<file path="src/rtl/sm4_seq_ctrl.sv">
// Sequencer between UART receive buffers and the SM4 core: key load, frame slicing,
// per-block encryption and ciphertext hand-off. Optional watchdog: SM4_TIMEOUT_EN.
`timescale 1ns/1ps

// state      | meaning
// IDLE       | waiting for start, key/group count latched on start
// KEY_LOAD   | request key expansion
// KEY_WAIT   | waiting for sm4_key_ready
// WAIT_FRAME | waiting for frame_valid, latch frame and blocks-per-frame
// BLK_GO     | present block blk_idx to the core
// BLK_WAIT   | waiting for sm4_done
// BLK_OUT    | ciphertext offered to transmitter until accepted
// FRAME_DONE | acknowledge frame to receiver
// ALL_DONE   | session complete, waiting for start to drop
// ERR        | watchdog expired, left only via abort/reset (SM4_TIMEOUT_EN)
module sm4_seq_ctrl #(
   parameter int BLK_W   = 128,
   parameter int MAX_BLK = 3,
   parameter int TIMEOUT = 1024
) (
   input  logic                     clk,
   input  logic                     res,
   input  logic                     start,
   input  logic                     abort,
   input  logic [BLK_W-1:0]         key_in,
   input  logic [31:0]              group_total,
   input  logic [2:0]               battery_level,
   input  logic [BLK_W*MAX_BLK-1:0] frame_in,
   input  logic                     frame_valid,
   output logic                     frame_ack,
   output logic [BLK_W-1:0]         sm4_key,
   output logic                     sm4_key_load,
   input  logic                     sm4_key_ready,
   output logic [BLK_W-1:0]         sm4_din,
   output logic                     sm4_go,
   input  logic                     sm4_done,
   input  logic [BLK_W-1:0]         sm4_dout,
   output logic [BLK_W-1:0]         tx_data,
   output logic                     tx_valid,
   input  logic                     tx_ready,
   output logic [31:0]              group_cnt,
   output logic                     busy,
   output logic                     all_done,
   output logic                     err
);

   localparam int CNT_W = $clog2(MAX_BLK + 1);

   typedef enum logic [3:0] {
      IDLE, KEY_LOAD, KEY_WAIT, WAIT_FRAME, BLK_GO, BLK_WAIT, BLK_OUT, FRAME_DONE,
`ifdef SM4_TIMEOUT_EN
      ERR,
`endif
      ALL_DONE
   } state_t;

   state_t           state, state_nxt;
   logic [31:0]      gtotal_q;
   logic [BLK_W-1:0] frame_q [MAX_BLK];
   logic [CNT_W-1:0] bpf_q, blk_idx;
   logic             tx_accept, last_grp, last_blk;

   assign tx_accept = (state == BLK_OUT) && tx_valid && tx_ready;
   assign last_grp  = (group_cnt + 32'd1) == gtotal_q;
   assign last_blk  = (blk_idx + CNT_W'(1)) == bpf_q;
   assign busy      = (state != IDLE) && (state != ALL_DONE);

`ifdef SM4_TIMEOUT_EN
   logic [31:0] wd_cnt;
   logic        wd_tc;

   assign wd_tc = (wd_cnt == 32'd0);

   // Down-counter reloaded on every state change; terminal count only matters in the waits.
   always_ff @(posedge clk or negedge res) begin
      if (!res) begin
         wd_cnt <= '0;
      end else if (state_nxt != state) begin
         wd_cnt <= 32'(TIMEOUT - 1);
      end else if ((state == KEY_WAIT) || (state == BLK_WAIT)) begin
         wd_cnt <= wd_cnt - 32'd1;
      end
   end

   always_ff @(posedge clk or negedge res) begin
      if (!res) err <= 1'b0;
      else      err <= (state == ERR) && !abort;
   end
`else
   assign err = 1'b0;
`endif

   always_ff @(posedge clk or negedge res) begin
      if (!res) state <= IDLE;
      else      state <= state_nxt;
   end

   always_comb begin
      state_nxt = state;
      case (state)
         IDLE:       if (start) state_nxt = (group_total == 32'd0) ? ALL_DONE : KEY_LOAD;
         KEY_LOAD:   state_nxt = KEY_WAIT;
         // A ready level left over from a previous expansion is not trusted during the strobe.
         KEY_WAIT: begin
            if (sm4_key_ready && !sm4_key_load) state_nxt = WAIT_FRAME;
`ifdef SM4_TIMEOUT_EN
            else if (wd_tc) state_nxt = ERR;
`endif
         end
         WAIT_FRAME: if (frame_valid) state_nxt = BLK_GO;
         BLK_GO:     state_nxt = BLK_WAIT;
         BLK_WAIT: begin
            if (sm4_done) state_nxt = BLK_OUT;
`ifdef SM4_TIMEOUT_EN
            else if (wd_tc) state_nxt = ERR;
`endif
         end
         BLK_OUT: begin
            if (tx_accept) begin
               if (last_grp)      state_nxt = ALL_DONE;
               else if (last_blk) state_nxt = FRAME_DONE;
               else               state_nxt = BLK_GO;
            end
         end
         FRAME_DONE: state_nxt = WAIT_FRAME;
         ALL_DONE:   if (!start) state_nxt = IDLE;
`ifdef SM4_TIMEOUT_EN
         ERR:        state_nxt = ERR;
`endif
         default:    state_nxt = IDLE;
      endcase
      if (abort) state_nxt = IDLE;
   end

   always_ff @(posedge clk or negedge res) begin
      if (!res) begin
         sm4_key      <= '0;
         gtotal_q     <= '0;
         group_cnt    <= '0;
         bpf_q        <= '0;
         blk_idx      <= '0;
         for (int k = 0; k < MAX_BLK; k++) frame_q[k] <= '0;
         sm4_din      <= '0;
         sm4_go       <= 1'b0;
         sm4_key_load <= 1'b0;
         tx_data      <= '0;
         tx_valid     <= 1'b0;
         frame_ack    <= 1'b0;
         all_done     <= 1'b0;
      end else begin
         sm4_key_load <= (state == KEY_LOAD)   && !abort;
         sm4_go       <= (state == BLK_GO)     && !abort;
         frame_ack    <= (state == FRAME_DONE) && !abort;
         all_done     <= (state == ALL_DONE)   && !abort;
         if (abort) begin
            tx_valid <= 1'b0;
         end else begin
            case (state)
               IDLE: begin
                  if (start) begin
                     sm4_key   <= key_in;
                     gtotal_q  <= group_total;
                     group_cnt <= '0;
                  end
               end
               WAIT_FRAME: begin
                  if (frame_valid) begin
                     for (int k = 0; k < MAX_BLK; k++) frame_q[k] <= frame_in[k*BLK_W +: BLK_W];
                     case (battery_level)
                        3'd1:    bpf_q <= CNT_W'(3);
                        3'd2:    bpf_q <= CNT_W'(2);
                        default: bpf_q <= CNT_W'(1);
                     endcase
                     blk_idx <= '0;
                  end
               end
               BLK_GO: sm4_din <= frame_q[blk_idx];
               BLK_WAIT: begin
                  if (sm4_done) begin
                     tx_data  <= sm4_dout;
                     tx_valid <= 1'b1;
                  end
               end
               BLK_OUT: begin
                  if (tx_accept) begin
                     tx_valid  <= 1'b0;
                     group_cnt <= group_cnt + 32'd1;
                     if (!last_grp && !last_blk) blk_idx <= blk_idx + CNT_W'(1);
                  end
               end
               default: ;
            endcase
         end
      end
   end

endmodule

</file>
<file path="config.mk">
export PLATFORM = sky130hd
export DESIGN_NAME = sm4_seq_ctrl
export DESIGN_NICKNAME = d
export VERILOG_FILES = /design/src/rtl/sm4_seq_ctrl.sv
export SDC_FILE = /design/constraint.sdc
export NUM_CORES = 2
export LEC_CHECK = 0
export ABC_AREA = 0
export ABC_CLOCK_PERIOD_IN_PS = 8700
export CAP_MARGIN = 20
export CELL_PAD_IN_SITES_DETAIL_PLACEMENT = 1
export CELL_PAD_IN_SITES_GLOBAL_PLACEMENT = 1
export CORE_AREA = 2 2 426 428
export DETAILED_ROUTE_END_ITERATION = 10
export DIE_AREA = 0 0 428 430
export PLACE_DENSITY = 0.47
export RECOVER_POWER = 25
export SLEW_MARGIN = 10
export SYNTH_ARGS = -nofsm -noshare
export SYNTH_HDL_FRONTEND = slang
export SYNTH_SLANG_ARGS = --single-unit
</file>
<file path="constraint.sdc">
create_clock -name clk -period 8.7 [get_ports clk]
set_input_delay 1.74 -clock clk [delete_from_list [all_inputs] [get_ports clk]]
set_output_delay 1.74 -clock clk [all_outputs]
set_load 0.005 [all_outputs]
</file>
### After elaboration in Yosys (flattened, before gate mapping)

Cells that the tools add are included.

* memory bits (read-only): 0
* bits of input ports: 683
* bits in latches: 0
* flip-flop bits (word level): 845
* output and inout port bits: 423
* memories: 0
* RAM bits: 0

* muxes and demuxes: 26
* shifts and indexed selects: 0
* reductions and logical operators: 27
* div/mod/pow operators: 0
* order comparisons: 1
* $mul: 0
* bitwise gates (word level): 2
* eq/ne operators: 23
* $add $sub $neg: 2

Operator list (number)
* binary-select mux 128 bit (select 2 bit): 1
* two-way mux 128 bit: 2
* two-way mux 32 bit: 2
* case mux 32 bit (2 select lines): 1
* two-way mux 4 bit: 9
* case mux 4 bit (9 select lines): 1
* adder 32 x 1 -> 32 bit (second input constant): 1
* == test 32 bit: 1
* logical NOT 32 bit: 1
* inequality test 3 bit (second input constant): 6
* == test 4 x 3 -> 1 bit (second input constant): 4
* AND reduction 3 bit: 4
* logical AND 1 bit: 9
* == test 4 x 2 -> 1 bit (second input constant): 2
* two-way mux 2 bit: 4
* case mux 2 bit (2 select lines): 2
* inequality test 2 bit (second input constant): 3
* AND reduction 6 bit: 1
* AND reduction 5 bit: 1
* == test 4 x 1 -> 1 bit (second input constant): 1
* == test 4 bit (second input constant): 1
* logical NOT 1 bit: 4
* logical NOT 4 bit: 1
* inequality test 4 bit (second input constant): 1
* other kinds (15): 18

### Depth between registers and ports, before layout

* depth after elaboration: 7
* mapped depth: 11
* depth with buffers taken out: 10

### Worst setup path before layout

OpenSTA, ideal clock, no wires.

* path type: input to register
* start point: in sm4_key_ready
* end point: reg group_cnt[25]
* path slack: 5.238 ns
* arrival time: 3.366 ns
* stages: 8
* cells stage by stage: inv_1 o311a_1 o21ai_0 nand3b_1 nor3_1 nand2_1 clkbuf_1 o31ai_1

RTL lines
* start, declared: line 33 `input logic sm4_key_ready,`
* end signal, assigned: line 187 `group_cnt <= group_cnt + 32'd1;`
* end, declared: line 41 `output logic [31:0] group_cnt,`

==> results.txt <==
The run finished, with violations left. The final reports fail on capacitance limit, slew limit. The adder-cell area share of the yosys netlist is 0.0354%. The largest buffer count on any clock path is 3. The share of the clock period used by the worst path came out at 63.4%. Input and output buffers added on the ports amount to 1104.

The worst endpoint required time is 8620 ps. The total track usage came out at 21.9%. The clock reaches the later pin of the worst-skew pair after 770 ps. Across all register-to-register paths, the minimum setup slack is 4430 ps. With fillers left out, the area of the finished cells amounts to 0.0529 mm². The sum of negative setup slack came out at 0 ps. The per-instance average area after synthesis came out at 10.1 µm². For the pin with the worst max-slew slack, the measured transition is 4040 ps. The row count is 156. Setup violations remaining at the end of the flow were counted as 0. The number of hold violations in the final report came out at 0.

The I/O pin count is 1106. Of the synthesized area, sequential elements account for 59.8%. The element type at the critical path end is an async pin. Across the run, the number of max-cap violations was 5. After the first detailed-routing iteration, the DRC count stood at 1779. The top routing layer in use is met5. TritonCTS built the clock tree. The areal power density over the cells came out at 318 mW/mm². Measured against its own limit, the worst slew margin works out to -169%.

The kind of path behind the tightest hold check is flop to flop. The synthesis-to-finish area growth came out at 49.5%. Leaving out fill and tap cells, the most frequent cell in the layout is sky130_fd_sc_hd__nand2_1. Between clock sinks in the finished design, the worst skew comes to 32.4 ps. The total grt overflow came out at 0.

CTS placed an instance of sky130_fd_sc_hd__clkbuf_16 at the clock tree root. The synthesized design contains 0 enable-type register cells. The worst setup path is launched from an input port. Clock-pin slew was measured on the worst setup and hold paths at 60 ps. Setup repair after global routing left no endpoint under its margin.

The time the final worst path needs with I/O delays and setup came out at 5520 ps. The post-synthesis share of cell area spent on xor and xnor gates is 1.21%. The area fraction in compound gates after synthesis is 5.57%.

In the detailed route, the total length drawn on met2 is 102000 µm. The clock sink count came out at 845. The simple-gate portion of the synthesized area is 18.0%.

Synthesis produced 3515 cells. The count of different cell masters after synthesis came out at 57. The cell type of the slowest stage on the worst timing path is sky130_fd_sc_hd__clkbuf_2. The number of H-tree levels came out at 3. The TritonCTS buffer count came out at 113. In this run the remaining antenna-violating nets after routing total 0. The via count of the first global-routing pass came to 31.8k. The detailed-route via count came out at 30.3k.

Summed over all nets, the half-perimeter wirelength after detailed placement is 158000 µm. The critical path goes through buf_8, clkbuf_2. The number of warnings issued by yosys came out at 0. The top cell types in the final layout, fill and taps aside, are 1326 x sky130_fd_sc_hd__nand2_1, 1101 x sky130_fd_sc_hd__clkdlybuf4s50_1, 843 x sky130_fd_sc_hd__dfrtp_1, 288 x sky130_fd_sc_hd__mux2_2, 179 x sky130_fd_sc_hd__nor2_1. The cell family contributing the most delay on the critical path is buffers and inverters. Cells with a size suffix above 1 make up 11.4% of the layout. In the detailed route, the total length drawn on met3 is 11200 µm. The total wire length after detailed routing came out at 204000 µm.

The die extent in x came out at 428 µm. The number of buffers inserted for hold repair after clock tree synthesis came out at 0. Counting flops and latches in the post-synthesis netlist gives 845. Measured along the y axis, the die boundary spans 430 µm. The final-report max-slew violation count was 287. The fraction of synthesized area in multiplexers came out at 12.9%. The net count reported at finish came out at 5237. The core outline area is 0.180 mm². Dividing the detail-routed via count by the number of cells gives 4.30.

The number of cells upsized or downsized after cts came out at 0. Dividing the detail-routed wire length by the instance count gives 29.0 µm. The final RePlAce weighted congestion is 0.965. Entering global routing, the biggest net connects 150 pins. The instance area at placement came out at 0.0490 mm². The delay of the slowest cell on the worst path came out at 2790 ps. The initial antenna violation count is 144. The area of the die is 0.184 mm². The global-route wire length before repair is 279000 µm. The number of nets in the synthesized netlist is 4199. The data arrival time of the critical path is 5430 ps. After detailed routing, the wire length on met1 is 84200 µm. After detailed routing, the number of remaining DRC violations is 0. The fraction of registers with async set or reset after synthesis came out at 100%. In the synthesized netlist the dominant register cell turns out to be sky130_fd_sc_hd__dfrtp_1. The largest fanout on the critical path came out at 141. The total setup buffers inserted after CTS is 0.

The dominant combinational cell family by area after synthesis is simple AND/OR/NAND/NOR gates. The critical path in this run is classified as input port to async pin. The initial utilization of the core area, before any placement, comes to 19.7%. The fmax is 181 MHz. The worst IR drop on VDD is 0.184 mV. Counting both buffers and inverters, the worst setup path holds a total of 2. The leakage power figure is 0.0236 µW.

The detailed-router iteration count before antenna repair is 5. The post-synth design cell area came out at 0.0353 mm².
[synthesized netlist by cell type, types with 2 or more instances]
cell | count | area, µm²
sky130_fd_sc_hd__buf_1 | 19 | 71.3
sky130_fd_sc_hd__nor4_2 | 4 | 50.1
sky130_fd_sc_hd__nand3_2 | 2 | 20.0
sky130_fd_sc_hd__nor3b_1 | 2 | 15.0
sky130_fd_sc_hd__nor2_1 | 179 | 672
sky130_fd_sc_hd__a31oi_1 | 12 | 75.1
sky130_fd_sc_hd__a211oi_1 | 2 | 15.0
sky130_fd_sc_hd__o311a_1 | 2 | 20.0
sky130_fd_sc_hd__nand2_1 | 1326 | 4980
sky130_fd_sc_hd__a22oi_1 | 3 | 22.5
sky130_fd_sc_hd__or4_4 | 2 | 22.5
sky130_fd_sc_hd__nand4_1 | 17 | 106
sky130_fd_sc_hd__nor2b_1 | 4 | 25.0
sky130_fd_sc_hd__inv_1 | 8 | 30.0
sky130_fd_sc_hd__o21ai_1 | 5 | 25.0
sky130_fd_sc_hd__xor2_1 | 15 | 131
sky130_fd_sc_hd__o2111ai_1 | 2 | 17.5
sky130_fd_sc_hd__o31ai_1 | 15 | 113
sky130_fd_sc_hd__o211ai_1 | 3 | 22.5
sky130_fd_sc_hd__nand3_1 | 18 | 90.1
sky130_fd_sc_hd__mux2_2 | 288 | 3240
sky130_fd_sc_hd__nand4b_1 | 2 | 17.5
sky130_fd_sc_hd__buf_2 | 4 | 20.0
sky130_fd_sc_hd__o41ai_1 | 4 | 35.0
sky130_fd_sc_hd__a21oi_1 | 134 | 671
sky130_fd_sc_hd__nand3b_1 | 3 | 22.5
sky130_fd_sc_hd__dfrtp_1 | 845 | 21100
sky130_fd_sc_hd__nor4_1 | 10 | 62.6
sky130_fd_sc_hd__clkbuf_1 | 191 | 717
sky130_fd_sc_hd__and3_1 | 8 | 50.1
sky130_fd_sc_hd__and2_1 | 4 | 25.0
sky130_fd_sc_hd__or3_1 | 4 | 25.0
sky130_fd_sc_hd__mux2i_1 | 131 | 1310
sky130_fd_sc_hd__nand4_2 | 3 | 37.5
sky130_fd_sc_hd__xnor2_1 | 34 | 298
sky130_fd_sc_hd__nand2b_1 | 3 | 18.8
sky130_fd_sc_hd__buf_4 | 3 | 22.5
sky130_fd_sc_hd__and4_1 | 2 | 17.5
sky130_fd_sc_hd__o21ai_0 | 176 | 881
sky130_fd_sc_hd__nor3_1 | 9 | 45.0
[cells by family (layout without fill, tap and decap cells)]
kind of cell | after synthesis | count (layout)
multiplexers | 419 | 419
flip-flops | 845 | 845
other | 1 | 25
XOR/XNOR | 49 | 49
AO/OA/AOI/OAI | 365 | 365
AND/OR/NAND/NOR | 1609 | 1609
adder cells (fa/ha/maj) | 1 | 1
buffers and inverters | 226 | 1361
[through the flow]
stage	hold slack, ps	worst slack (ps)	power (µW)	std cells	utilization (%)
floorplan	445	5240	8630	3515	-
global placement	457	3500	12000	6808	27.2
detailed placement	462	3400	12000	6808	27.2
CTS	476	4140	17100	7020	29.4
global route	484	2500	17900	7034	29.4
finish	471	3180	16800	7044	29.4
[where the power goes]
| part | total, µW | leakage (µW) | switching [µW] | internal [µW] |
|---|---|---|---|---|
| clock network | 4880 | 0.00190 | 2000 | 2870 |
| registers | 6780 | 0.0110 | 1160 | 5620 |
| logic | 5140 | 0.0107 | 2470 | 2670 |
[metal layers]
layer  global-route usage, %  vias up
met1                    26.4    15327
met4                    6.43        6
li1                        -    13632
met5                       0        -
met2                    38.1      918
met3                    5.55      412
[worst paths after layout]
check                              from           end  cells after the start
max                                 res   tx_data[31]                      2
min                        frame_q[297]  frame_q[297]                      2
max reg2reg                group_cnt[0]    blk_idx[1]                     10
min reg2reg                frame_q[297]  frame_q[297]                      2
max in group clk                  abort   sm4_din[69]                      6
min in group asynchronous           res  frame_q[167]                      1
[sequential cells by signal, indices dropped and copies added (netlist names)]
signal,flops
frame_q,384
sm4_din,128
sm4_key,128
tx_data,128
group_cnt,32
gtotal_q,32
state,4
blk_idx,2
bpf_q,2
all_done,1
frame_ack,1
sm4_go,1
sm4_key_load,1
tx_valid,1
[area by class of cell]
cell class / count / area [µm²]
Sequential cell: 845 / 21200
Tap cell: 2370 / 2970
Clock inverter: 37 / 437
Fill cell: 20217 / 127000
Multi-Input combinational cell: 2444 / 13400
Clock buffer: 175 / 3410
Inverter: 8 / 30.0
Antenna cell: 24 / 60.1
Timing Repair Buffer: 1141 / 11400
No activity file was read; power rests on OpenSTA's default activity.
